`config.mk`:
```
export PLATFORM = sky130hd
export DESIGN_NAME = cascaded_prescaler
export DESIGN_NICKNAME = d
export VERILOG_FILES = /design/src/rtl/cascaded_prescaler.sv
export SDC_FILE = /design/constraint.sdc
export NUM_CORES = 1
export LEC_CHECK = 0
export CAP_MARGIN = 30
export CORE_MARGIN = 4
export CORE_UTILIZATION = 43
export DETAILED_ROUTE_END_ITERATION = 8
export PLACE_DENSITY = 0.63
export SLEW_MARGIN = 40
export SYNTH_ARGS = -nofsm -noshare
export SYNTH_HDL_FRONTEND = slang
export SYNTH_SLANG_ARGS = --single-unit
```
`constraint.sdc`:
```
create_clock -name CLK -period 2 [get_ports CLK]
set_clock_uncertainty 0.15 [all_clocks]
set_input_delay 0.6 -clock CLK [delete_from_list [all_inputs] [get_ports CLK]]
set_output_delay 0.6 -clock CLK [all_outputs]
set_load 0.1 [all_outputs]
```
`src/rtl/cascaded_prescaler.sv`:
```
// N-stage programmable prescaler on a single clock with per-stage enables and a handshaked divisor reload.
// Define PRESC_SNAPSHOT_EN to expose the live counters (CNT_OUT) and active divisors (DIV_OUT).
module cascaded_prescaler #(
  parameter int STAGES  = 2,
  parameter int DIV_W   = 8,
  parameter int DIV_RST = 0
) (
  input  logic                      CLK,
  input  logic                      RST,
  input  logic                      EN,
  input  logic                      CLR,
  input  logic [STAGES*DIV_W-1:0]   DIV_IN,
  input  logic                      LOAD,
  output logic                      PENDING,
  output logic                      LOAD_ACK,
  output logic [STAGES-1:0]         STAGE_TICK,
  output logic                      TICK,
  output logic                      OUT_CLK
`ifdef PRESC_SNAPSHOT_EN
  ,
  output logic [STAGES*DIV_W-1:0]   CNT_OUT,
  output logic [STAGES*DIV_W-1:0]   DIV_OUT
`endif
);

  localparam logic [DIV_W-1:0] RST_DIV = DIV_W'(DIV_RST);

  typedef enum logic {IDLE, PEND} state_t;

  state_t                          state_q;
  logic [STAGES-1:0][DIV_W-1:0]    cnt_q;
  logic [STAGES-1:0][DIV_W-1:0]    div_q;
  logic [STAGES-1:0][DIV_W-1:0]    shadow_q;
  logic [STAGES-1:0]               adv;
  logic [STAGES-1:0]               term;
  logic                            run;
  logic                            all_zero;
  logic                            apply;

  // The advance ripples through the chain: a stage advances only when every earlier stage is terminal.
  always_comb begin
    run      = EN & ~CLR;
    all_zero = 1'b1;
    adv      = '0;
    term     = '0;
    for (int s = 0; s < STAGES; s++) begin
      adv[s]   = run;
      run      = run & (cnt_q[s] == div_q[s]);
      term[s]  = run;
      all_zero = all_zero & (cnt_q[s] == '0);
    end
  end

  assign apply = (state_q == PEND) & (term[STAGES-1] | (~EN & all_zero) | CLR);

  always_ff @(posedge CLK or negedge RST) begin
    if (!RST) begin
      cnt_q      <= '0;
      STAGE_TICK <= '0;
      TICK       <= 1'b0;
      OUT_CLK    <= 1'b0;
    end else if (CLR) begin
      cnt_q      <= '0;
      STAGE_TICK <= '0;
      TICK       <= 1'b0;
      OUT_CLK    <= 1'b0;
    end else begin
      for (int s = 0; s < STAGES; s++) begin
        if (adv[s]) begin
          cnt_q[s] <= term[s] ? '0 : cnt_q[s] + DIV_W'(1);
        end
      end
      STAGE_TICK <= term;
      TICK       <= term[STAGES-1];
      OUT_CLK    <= OUT_CLK ^ term[STAGES-1];
    end
  end

  // Divisors are swapped only where every counter is at 0, so the ratio never changes mid-period.
  always_ff @(posedge CLK or negedge RST) begin
    if (!RST) begin
      state_q  <= IDLE;
      shadow_q <= {STAGES{RST_DIV}};
      div_q    <= {STAGES{RST_DIV}};
      PENDING  <= 1'b0;
      LOAD_ACK <= 1'b0;
    end else begin
      LOAD_ACK <= 1'b0;
      case (state_q)
        IDLE: begin
          if (LOAD) begin
            shadow_q <= DIV_IN;
            PENDING  <= 1'b1;
            state_q  <= PEND;
          end
        end
        PEND: begin
          if (apply) begin
            div_q    <= shadow_q;
            LOAD_ACK <= 1'b1;
            PENDING  <= 1'b0;
            state_q  <= IDLE;
          end
        end
        default: state_q <= IDLE;
      endcase
    end
  end

`ifdef PRESC_SNAPSHOT_EN
  assign CNT_OUT = cnt_q;
  assign DIV_OUT = div_q;
`endif

endmodule

```
==> out/metrics.cfg, run 1 <==
[timing]
rsz0062_at_grt = yes
drv_slew = 0
fin_crit_sh_pct = 105
timing.hold.ws_ps = 117
fmax_ghz = 0.477
finalCriticalPeriod_ps = 2100
relSlewSlack_pct = 64.3
hold_violations = 0
setup_slack_ps = -97.0
finalSetupViolations = 21
tightest_slew_ps = 533

[global_routing]
grt_pass1_wl_mm = 10.3
grt_remaining_overflow = 0
grt_pass1_vias = 2178
antenna_found_initial = 0
gr-usage-all-layers_pct = 16.2
grt_max_degree = 55

[yosys]
synth-seq-cells = 54
syn_nets = 310
synth.distinct_cells = 39
netlist_instances = 285
async_flop_share_pct = 100
synth_xor_area_share_pct = 7.10
synth_area_leaders = dfrtp_1 (48%), mux2_2 (6.3%), xor2_1 (6.2%)
synth_top_family_by_area = compound AO/OA/AOI/OAI gates
synthAdderAreaFrac_pct = 1.76
synth-edff-count = 0
synth_top_area_share_pct = 47.6
synth_ff_type = dfrtp_1
ys_seq_area_share_pct = 47.6
synth_compound_gate_area_share_pct = 17.3
avgSynthCellArea_sq_um = 9.96
yosysWarnings = 0
synth_area_sq_um = 2840
synth-simple-area-share_pct = 15.8
synth_mux_area_share_pct = 6.35
yosysTopAreaCell = dfrtp_1

[finish]
diodes = 0
drive_above_1_share_pct = 28.8
final_util_pct = 61.9
syn2layout_area_growth_pct = 39.3
fin_nets = 368
finalNonFillerCells = 421
fillerInstances = 529

[critical_path]
r2r_setup_slack_ps = -100
crit_type = reg -> reg
r2r-end = div_q[2]$_DFFE_PN0P_
critPathArrivalTime_ps = 2120
reg2reg_from = cnt_q[0]$_DFFE_PN0P_
r2r_cells = 7
crit_path_start_kind = register
endpoint_kind = register
worst_path_max_delay_cell = dfrtp_1
required_ps = 2030
slowest_delay_ps = 390
setup.worst_path.start = cnt_q[0]$_DFFE_PN0P_
path_cells = inv_1 -> ha_2 -> nor4b_2 -> a41oi_4 -> clkbuf_16 -> o211ai_1 -> o311ai_1
endpoint = div_q[2]$_DFFE_PN0P_
crit_path_max_fanout = 17

[clocking]
cts_tree = done
clk_path_buf_depth = 2
clk_pin_slew_ps = 110
htreeDepth = 2
cts.sink_count = 54
clkLatencyLatePin_ps = 310
clockRootBuffer = clkbuf_8
cts_hold_buf = 0
numCtsBuffers = 5

[floorplan]
ios = 27
die_height_microns = 89.2
core-area_sq_um = 6390
die_w_microns = 89.2
placementRows = 29
dieArea_sq_um = 7960
start_util_pct = 44.4

[power_and_ir_drop]
ir_drop_v = 0.000520
total_power_mw = 3.24
leakage_nw = 1.71
pwr_density_cell_nw_per_um2 = 821

[detailed_routing]
drt_iter0_markers = 114
detail_route.first_pass.iterations = 4
met2_length_mm = 3.49
wl_per_cell_microns = 17.0
viasPerCell = 5.69
vias = 2395
drc = 0
final_antenna_net_count = 0
top_layer_used = met4
m1WireLength_mm = 3.28
wirelength_mm = 7.16
wl_met3_microns = 285

[placement]
place_ws_ps = -403
place_hpwl_mm = 4.11
port_buffers = 26
routabilityCongestion = 0.800
placed_cells = 397

[min_path]
hold_path.class = in -> async

[run_status]
violations = negative setup slack
status = finished, violations left

[job]
maxCapViolations = 0

[metal layers]
| metal | vias up | global-route usage [%] |
|---|---|---|
| li1 | 1138 | - |
| met1 | 1191 | 23.2 |
| met2 | 56 | 26.1 |
| met3 | 10 | 2.49 |
| met4 | 0 | 3.65 |
| met5 | - | 0 |
[power by group]
part | total, mW | internal, mW | switching (mW)
Sequential | 1.52 | 1.31 | 0.208
Clock | 0.775 | 0.381 | 0.395
Combinational | 0.949 | 0.468 | 0.482
[flip-flops by register name, summed over array words and instances, names as in the netlist]
| name | flops |
|---|---|
| PENDING | 1 |
| LOAD_ACK | 1 |
| cnt_q | 16 |
| div_q | 16 |
| shadow_q | 16 |
| state_q | 1 |
| OUT_CLK | 1 |
| STAGE_TICK | 2 |
[per-stage QoR]
stage          area [sq um]  setup TNS [ps]
2_1_floorplan          2840               0
3_3_place_gp           3420          -12820
3_5_place_dp           3420          -13390
4_1_cts                3550           -37.8
5_1_grt                3950           -2340
6_report               3950            -535
[area by class of cell]
class,count,area (sq um),share of cell area [%]
multi-input combinational,204,1530,38.8
sequential,54,1360,34.3
timing repair buffer,70,823,20.8
tap,77,96.3,2.44
clock buffer,5,68.8,1.74
clock inverter,3,47.5,1.20
inverter,8,30.0,0.759
[cell usage after synthesis, types with 3 or more instances]
cell type,number
clkbuf_1,14
inv_1,6
o311ai_1,16
nand3_1,8
nand2_1,22
nor4_2,3
mux2_2,16
nor2_1,30
nor3_1,3
xnor2_1,3
buf_2,5
ha_1,4
and3_1,5
nand2b_1,5
a21oi_1,19
dfrtp_1,54
xor2_1,20
o21ai_1,7
and2_1,4
o211ai_1,18
[layout by cell type (no fill, tap or decap), drive strengths merged, types with 5 or more instances in the layout]
cell type,instances
xor2,20
a21oi,19
clkbuf,11
o211ai,18
nand2b,5
nor2,30
buf,45
dfrtp,54
and3,5
nand3,10
inv,8
mux2,16
nor4,5
clkdlybuf4s50,17
nand2,22
o311ai,16
o21ai,8
[what timing repair did]
item | in CTS | in global routing
pin swaps | 0 | 21
cloned | 0 | 10
buffers inserted | 0 | 7
endpoints found under the setup margin | 20 | 31
gates resized for setup | 2 | 31
[how the worst min path moves through the flow]
stage                             start                  endpoint  slack [ps]  cells after the start
5_1_grt                             RST   shadow_q[4]$_DFFE_PN0P_         140                      2
3_3_place_gp   shadow_q[12]$_DFFE_PN0P_  shadow_q[12]$_DFFE_PN0P_         340                      1
4_1_cts                             RST      cnt_q[4]$_DFFE_PN0P_         140                      2
6_report                            RST      cnt_q[4]$_DFFE_PN0P_         120                      2
3_5_place_dp    shadow_q[6]$_DFFE_PN0P_   shadow_q[6]$_DFFE_PN0P_         350                      1
2_1_floorplan                       RST        LOAD_ACK$_DFF_PN0_         150                      0
[critical path: cells and delay by family (launching register included)]
kind,cells,cell delay (ps)
adder cells (fa/ha/maj),1,180
buffers and inverters,2,350
AND/OR/NAND/NOR,1,330
flip-flops,1,390
AO/OA/AOI/OAI,3,560
[cells by family (layout without fill, tap and decap cells)]
family                   after synthesis  after routing
buffers and inverters                 28             86
XOR/XNOR                              23             23
adder cells (fa/ha/maj)                4              4
multiplexers                          16             16
AND/OR/NAND/NOR                       90             91
AO/OA/AOI/OAI                         70             70
flip-flops                            54             54
(Power assumes the default switching activity.)
==> run 2, diff against run 1 <==
MAX_ROUTING_LAYER = met4   (was not set)
SKIP_LAST_GASP = 1   (was not set)
==> run 2 against run 1 <==
Against the previous run: the run still ends with negative setup slack left; clock power about the same; critical path depth unchanged; count of clock-buffer cells in the layout did not move; die area did not move; non-clock buffer count unchanged; worst hold slack got worse by 1.2 ps; fmax rose by 0.61%; power barely moved.
==> out/metrics.cfg, run 2 (synthesized netlist as in run 1, its figures left out) <==
[clocking]
clk_path_buf_depth = 2  ; unchanged
numCtsBuffers = 5  ; unchanged
clockRootBuffer = clkbuf_8
htreeDepth = 2  ; unchanged
cts.sink_count = 54  ; unchanged
cts_hold_buf = 0  ; unchanged
clk_pin_slew_ps = 110  ; about the same
cts_tree = done
clkLatencyLatePin_ps = 310  ; about the same

[critical_path]
path_cells = inv_1 -> ha_2 -> nor4b_2 -> a41oi_4 -> clkbuf_16 -> o211ai_1 -> o311ai_1
crit_path_start_kind = register
slowest_delay_ps = 390  ; about the same
required_ps = 2030  ; about the same
critPathArrivalTime_ps = 2110  ; about the same
crit_type = reg -> reg
crit_path_max_fanout = 17  ; unchanged
worst_path_max_delay_cell = dfrtp_1
endpoint_kind = register

[timing]
tightest_slew_ps = 542  ; +9.16 ps
rsz0062_at_grt = yes
fmax_ghz = 0.480  ; +0.61%
drv_slew = 0  ; unchanged
tns_ps = -424  ; +111 ps
fin_crit_sh_pct = 104  ; -0.63 points
relSlewSlack_pct = 63.7  ; -0.61 points
finalCriticalPeriod_ps = 2080  ; -12.6 ps
setup_slack_ps = -84.4  ; +12.6 ps
hold_violations = 0  ; unchanged
finalSetupViolations = 20  ; -4.8%

[run_status]
violations = negative setup slack
status = finished, violations left

[floorplan]
ios = 27  ; unchanged
die_w_microns = 89.2  ; unchanged
core-area_sq_um = 6390  ; unchanged
start_util_pct = 44.4  ; unchanged
placementRows = 29  ; unchanged
die_height_microns = 89.2  ; unchanged
dieArea_sq_um = 7960  ; unchanged

[power_and_ir_drop]
ir_drop_v = 0.000521  ; +0.16%
leakage_nw = 1.71  ; unchanged
pwr_density_cell_nw_per_um2 = 821  ; about the same

[finish]
syn2layout_area_growth_pct = 39.3  ; unchanged
final_common_cell = dfrtp_1
fillerInstances = 529  ; unchanged
top_regs = cnt_q (16), div_q (16), shadow_q (16)
diodes = 0  ; unchanged
final_cell_mix = dfrtp_1 (51), nor2_1 (30), buf_4 (27)
fin_area_sq_um = 3950  ; unchanged
fin_nets = 368  ; unchanged
drive_above_1_share_pct = 28.8  ; unchanged

[detailed_routing]
wirelength_mm = 7.20  ; +0.49%
drt_iter0_markers = 104  ; -8.8%
final_antenna_net_count = 0  ; unchanged
detail_route.first_pass.iterations = 5  ; +1
drc = 0  ; unchanged
vias = 2424  ; +1.2%
wl_per_cell_microns = 17.1  ; +0.49%
viasPerCell = 5.76  ; +1.2%

[placement]
port_buffers = 26  ; unchanged
routabilityCongestion = 0.811  ; +1.4%
placed_area_sq_um = 3420  ; unchanged
place_ws_ps = -403  ; unchanged
place_hpwl_mm = 4.11  ; unchanged

[global_routing]
gr-usage-all-layers_pct = 16.8  ; +0.56 points
grt_max_degree = 55  ; unchanged
antenna_found_initial = 0  ; unchanged
grt_remaining_overflow = 0  ; unchanged
grt_pass1_wl_mm = 10.4  ; +0.34%
grt_pass1_vias = 2177  ; -0.046%

[job]
maxCapViolations = 0  ; unchanged

[min_path]
hold_path.class = in -> async

## run 2: cell counts in the layout (fill, tap and decap cells not counted)
Identical to the previous run, type by type.
## run 2: critical path: cells and delay by family, from the launching register on
| family | cells | cell delay, ps |
|---|---|---|
| AOI/OAI and AO/OA | 3 | 550 |
| DFF | 1 | 390 |
| buffers and inverters | 2 | 340 |
| and+or+nand+nor | 1 | 330 |
| adders and majority gates | 1 | 180 |
## run 2: report_power, final
group	leakage, nW	total (mW)	internal [mW]	switching (mW)
Combinational	0.976	0.950	0.468	0.482
Sequential	0.671	1.52	1.31	0.209
Clock	0.0587	0.776	0.381	0.395
## run 2: what timing repair did
item / in CTS / in global routing
pin swaps: 0 / 21
cloned: 0 / 10
resized for setup: 2 / 31
endpoints found under the setup margin: 20 / 31
buffers inserted: 0 / 7
## run 2: area by class of cell
class,instances,area (sq um),area share (%)
Tap cell,77,96.3,2.44
Clock buffer,5,68.8,1.74
Multi-Input combinational cell,204,1530,38.8
Timing Repair Buffer,70,823,20.8
Clock inverter,3,47.5,1.20
Inverter,8,30.0,0.759
Sequential cell,54,1360,34.3
## run 2: worst paths after layout
kind	start	end	slack, ps	cells after the start
hold / removal	RST	cnt_q[4]$_DFFE_PN0P_	120	2
min in group CLK	shadow_q[6]$_DFFE_PN0P_	shadow_q[6]$_DFFE_PN0P_	370	1
setup reg to reg	cnt_q[0]$_DFFE_PN0P_	div_q[2]$_DFFE_PN0P_	-80	7
setup / recovery	cnt_q[0]$_DFFE_PN0P_	div_q[2]$_DFFE_PN0P_	-80	7
hold reg to reg	shadow_q[6]$_DFFE_PN0P_	shadow_q[6]$_DFFE_PN0P_	370	1
max in group asynchronous	RST	cnt_q[7]$_DFFE_PN0P_	1320	2
## run 2: stage by stage
| stage | hold WS, ps | utilization [%] | instances | power [mW] |
|---|---|---|---|---|
| floorplan | 154 | - | 285 | 2.04 |
| global placement | 342 | 53.6 | 397 | 2.27 |
| detailed placement | 347 | 53.6 | 397 | 2.32 |
| CTS | 136 | 55.6 | 405 | 3.10 |
| global route | 145 | 61.9 | 421 | 3.44 |
| finish | 116 | 61.9 | 421 | 3.25 |
## run 2: metal layers
| layer | wire length, microns | GRT usage, % |
|---|---|---|
| met5 | 0 | - |
| met4 | 110 | 3.65 |
| met3 | 299 | 2.49 |
| met2 | 3570 | 26.1 |
| met1 | 3210 | 23.5 |
==> RTL edit: new RTL, settings of run 2 <==
Change the parameter `DIV_W` from 8 to 10.
--- a/src/rtl/cascaded_prescaler.sv
+++ b/src/rtl/cascaded_prescaler.sv
@@ -2,7 +2,7 @@
 // Define PRESC_SNAPSHOT_EN to expose the live counters (CNT_OUT) and active divisors (DIV_OUT).
 module cascaded_prescaler #(
   parameter int STAGES  = 2,
-  parameter int DIV_W   = 8,
+  parameter int DIV_W   = 10,
   parameter int DIV_RST = 0
 ) (
   input  logic                      CLK,
Interface: changed (resized DIV_IN); port bits go from 27 to 31. The function was not compared with the original's and may differ.
==> RTL edit against run 2 <==
  * The flow still finishes with violations (negative setup slack)
  * Synthesized cell count fell by 7.4%
  * Sequential share of layout area rose by 2.5 points
  * Worst setup slack got worse by 0.090 ns
  * Count of clock-buffer cells in the layout increased by 4
  * Sequential cell count grew 12
  * Area after synthesis increased by 14%
  * Routed wire length decreased by 2.9%
  * Final area is 14% higher
  * Power grew 47%
  * Global-route usage is 1.0 points higher
  * First-iteration DRC count is 8.7% lower
==> RTL edit: results (changes against run 2) <==
Power
  • VDD IR max: 813 uV (+56%)
  • Static Leak: 1.99 nW (+16%)

Finish
  • Layout cells sized above 1: 42.2% (+13 points)
  • Register area: 1650 sq um (+22%)
  • Biggest regs: cnt_q: 20 flops, div_q: 20 flops, shadow_q: 20 flops
  • Multi-input combinational area share: 37.0% (-1.7 points)

Place
  • Dpl hpwl: 4730 um (+15%)
  • Pre-CTS setup slack: -0.628 ns (-0.225 ns)
  • PortBufs: 30 (+15%)

Clock network
  • Post-CTS Setup Repair Bufs: 6 (+6)
  • CTS resizes: 27 (+25)
  • CTS clk-pin slew, worst paths: 0.08 ns (-0.03 ns)
  • Clock latency at the later pin of the worst-skew pair: 0.35 ns (+0.04 ns)

Run status
  • Failing checks: negative setup slack
  • Status: finished, violations left

Route
  • Met2 WL: 3260 um (-8.7%)
  • Routed wl met3: 304 um (+1.7%)
  • Initial DRT Pass Iterations: 4 (-1)
  • 1st-iter DRT viols: 95 (-8.7%)
  • Vias/cell: 5.12 (-11%)

Timing
  • Setup Viol. Count Final: 28 (+40%)
  • Setup WS post-layout: -0.174 ns (-0.0895 ns)

GRT
  • Met3 global-route usage: 2.23% (-0.26 points)
  • Vias in the first global route: 2325 (+6.8%)

Worst setup path
  • WP data arrival: 2.26 ns (+0.15 ns)

Synthesis
  • Synth cell types: 45 (+15%)
  • Syn_nets: 293 (-5.5%)
  • Sequential element share of the synthesized area: 51.0% (+3.4 points)
==> RTL edit: cell types whose count changed in the layout (fill, tap and decap cells not counted), sizes merged, moves of 7 or more <==
cell	delta
nand2	-10
xor2	-13
nand2b	+7
o311ai	-16
a21oi	-17
mux2	+24
dfrtp	+12
o21ai	-8
xnor2	+20
buf	+10
nor2	-18
o211ai	-17
==> RTL edit: where the power goes <==
group / internal (mW) / switching, mW
clock network: 0.458 / 0.574
registers: 1.74 / 0.329
logic: 1.08 / 0.599
total: 3.28 / 1.50
==> RTL edit: kinds of logic after synthesis <==
kind of cell | after synthesis | synth area share [%]
simple gates | 81 | 14.5
flops | 66 | 51.0
mux | 41 | 16.3
xor+xnor | 30 | 8.12
compound gates | 21 | 5.34
buf+inv | 21 | 3.17
fa+ha+maj | 4 | 1.55
==> RTL edit: final timing paths <==
path	from	end	slack [ns]	depth (start not counted)
min in group CLK	shadow_q[18]	div_q[18]	0.36	1
hold / removal	RST	shadow_q[6]	0.02	1
hold reg to reg	shadow_q[18]	div_q[18]	0.36	1
max in group asynchronous	RST	shadow_q[11]	1.19	2
setup / recovery	cnt_q[0]	div_q[1]	-0.17	9
setup reg to reg	cnt_q[0]	div_q[1]	-0.17	9
==> RTL edit: worst max-delay path, delay by kind of cell, from the launching register on <==
| kind | cells | cell delay (ns) |
|---|---|---|
| simple gates | 2 | 0.28 |
| mux | 1 | 0.29 |
| flops | 1 | 0.37 |
| buf+inv | 3 | 0.35 |
| compound gates | 2 | 0.46 |
| fa+ha+maj | 1 | 0.16 |
==> RTL edit: per-stage QoR <==
stage / cell area [sq um] / TNS, ns / std cells
floorplan: 3250 / -3.08 / 264
global placement: 4000 / -25.70 / 420
detailed placement: 4000 / -26.76 / 420
CTS: 4410 / -4.38 / 445
global route: 4500 / -5.49 / 447
finish: 4500 / -3.34 / 447
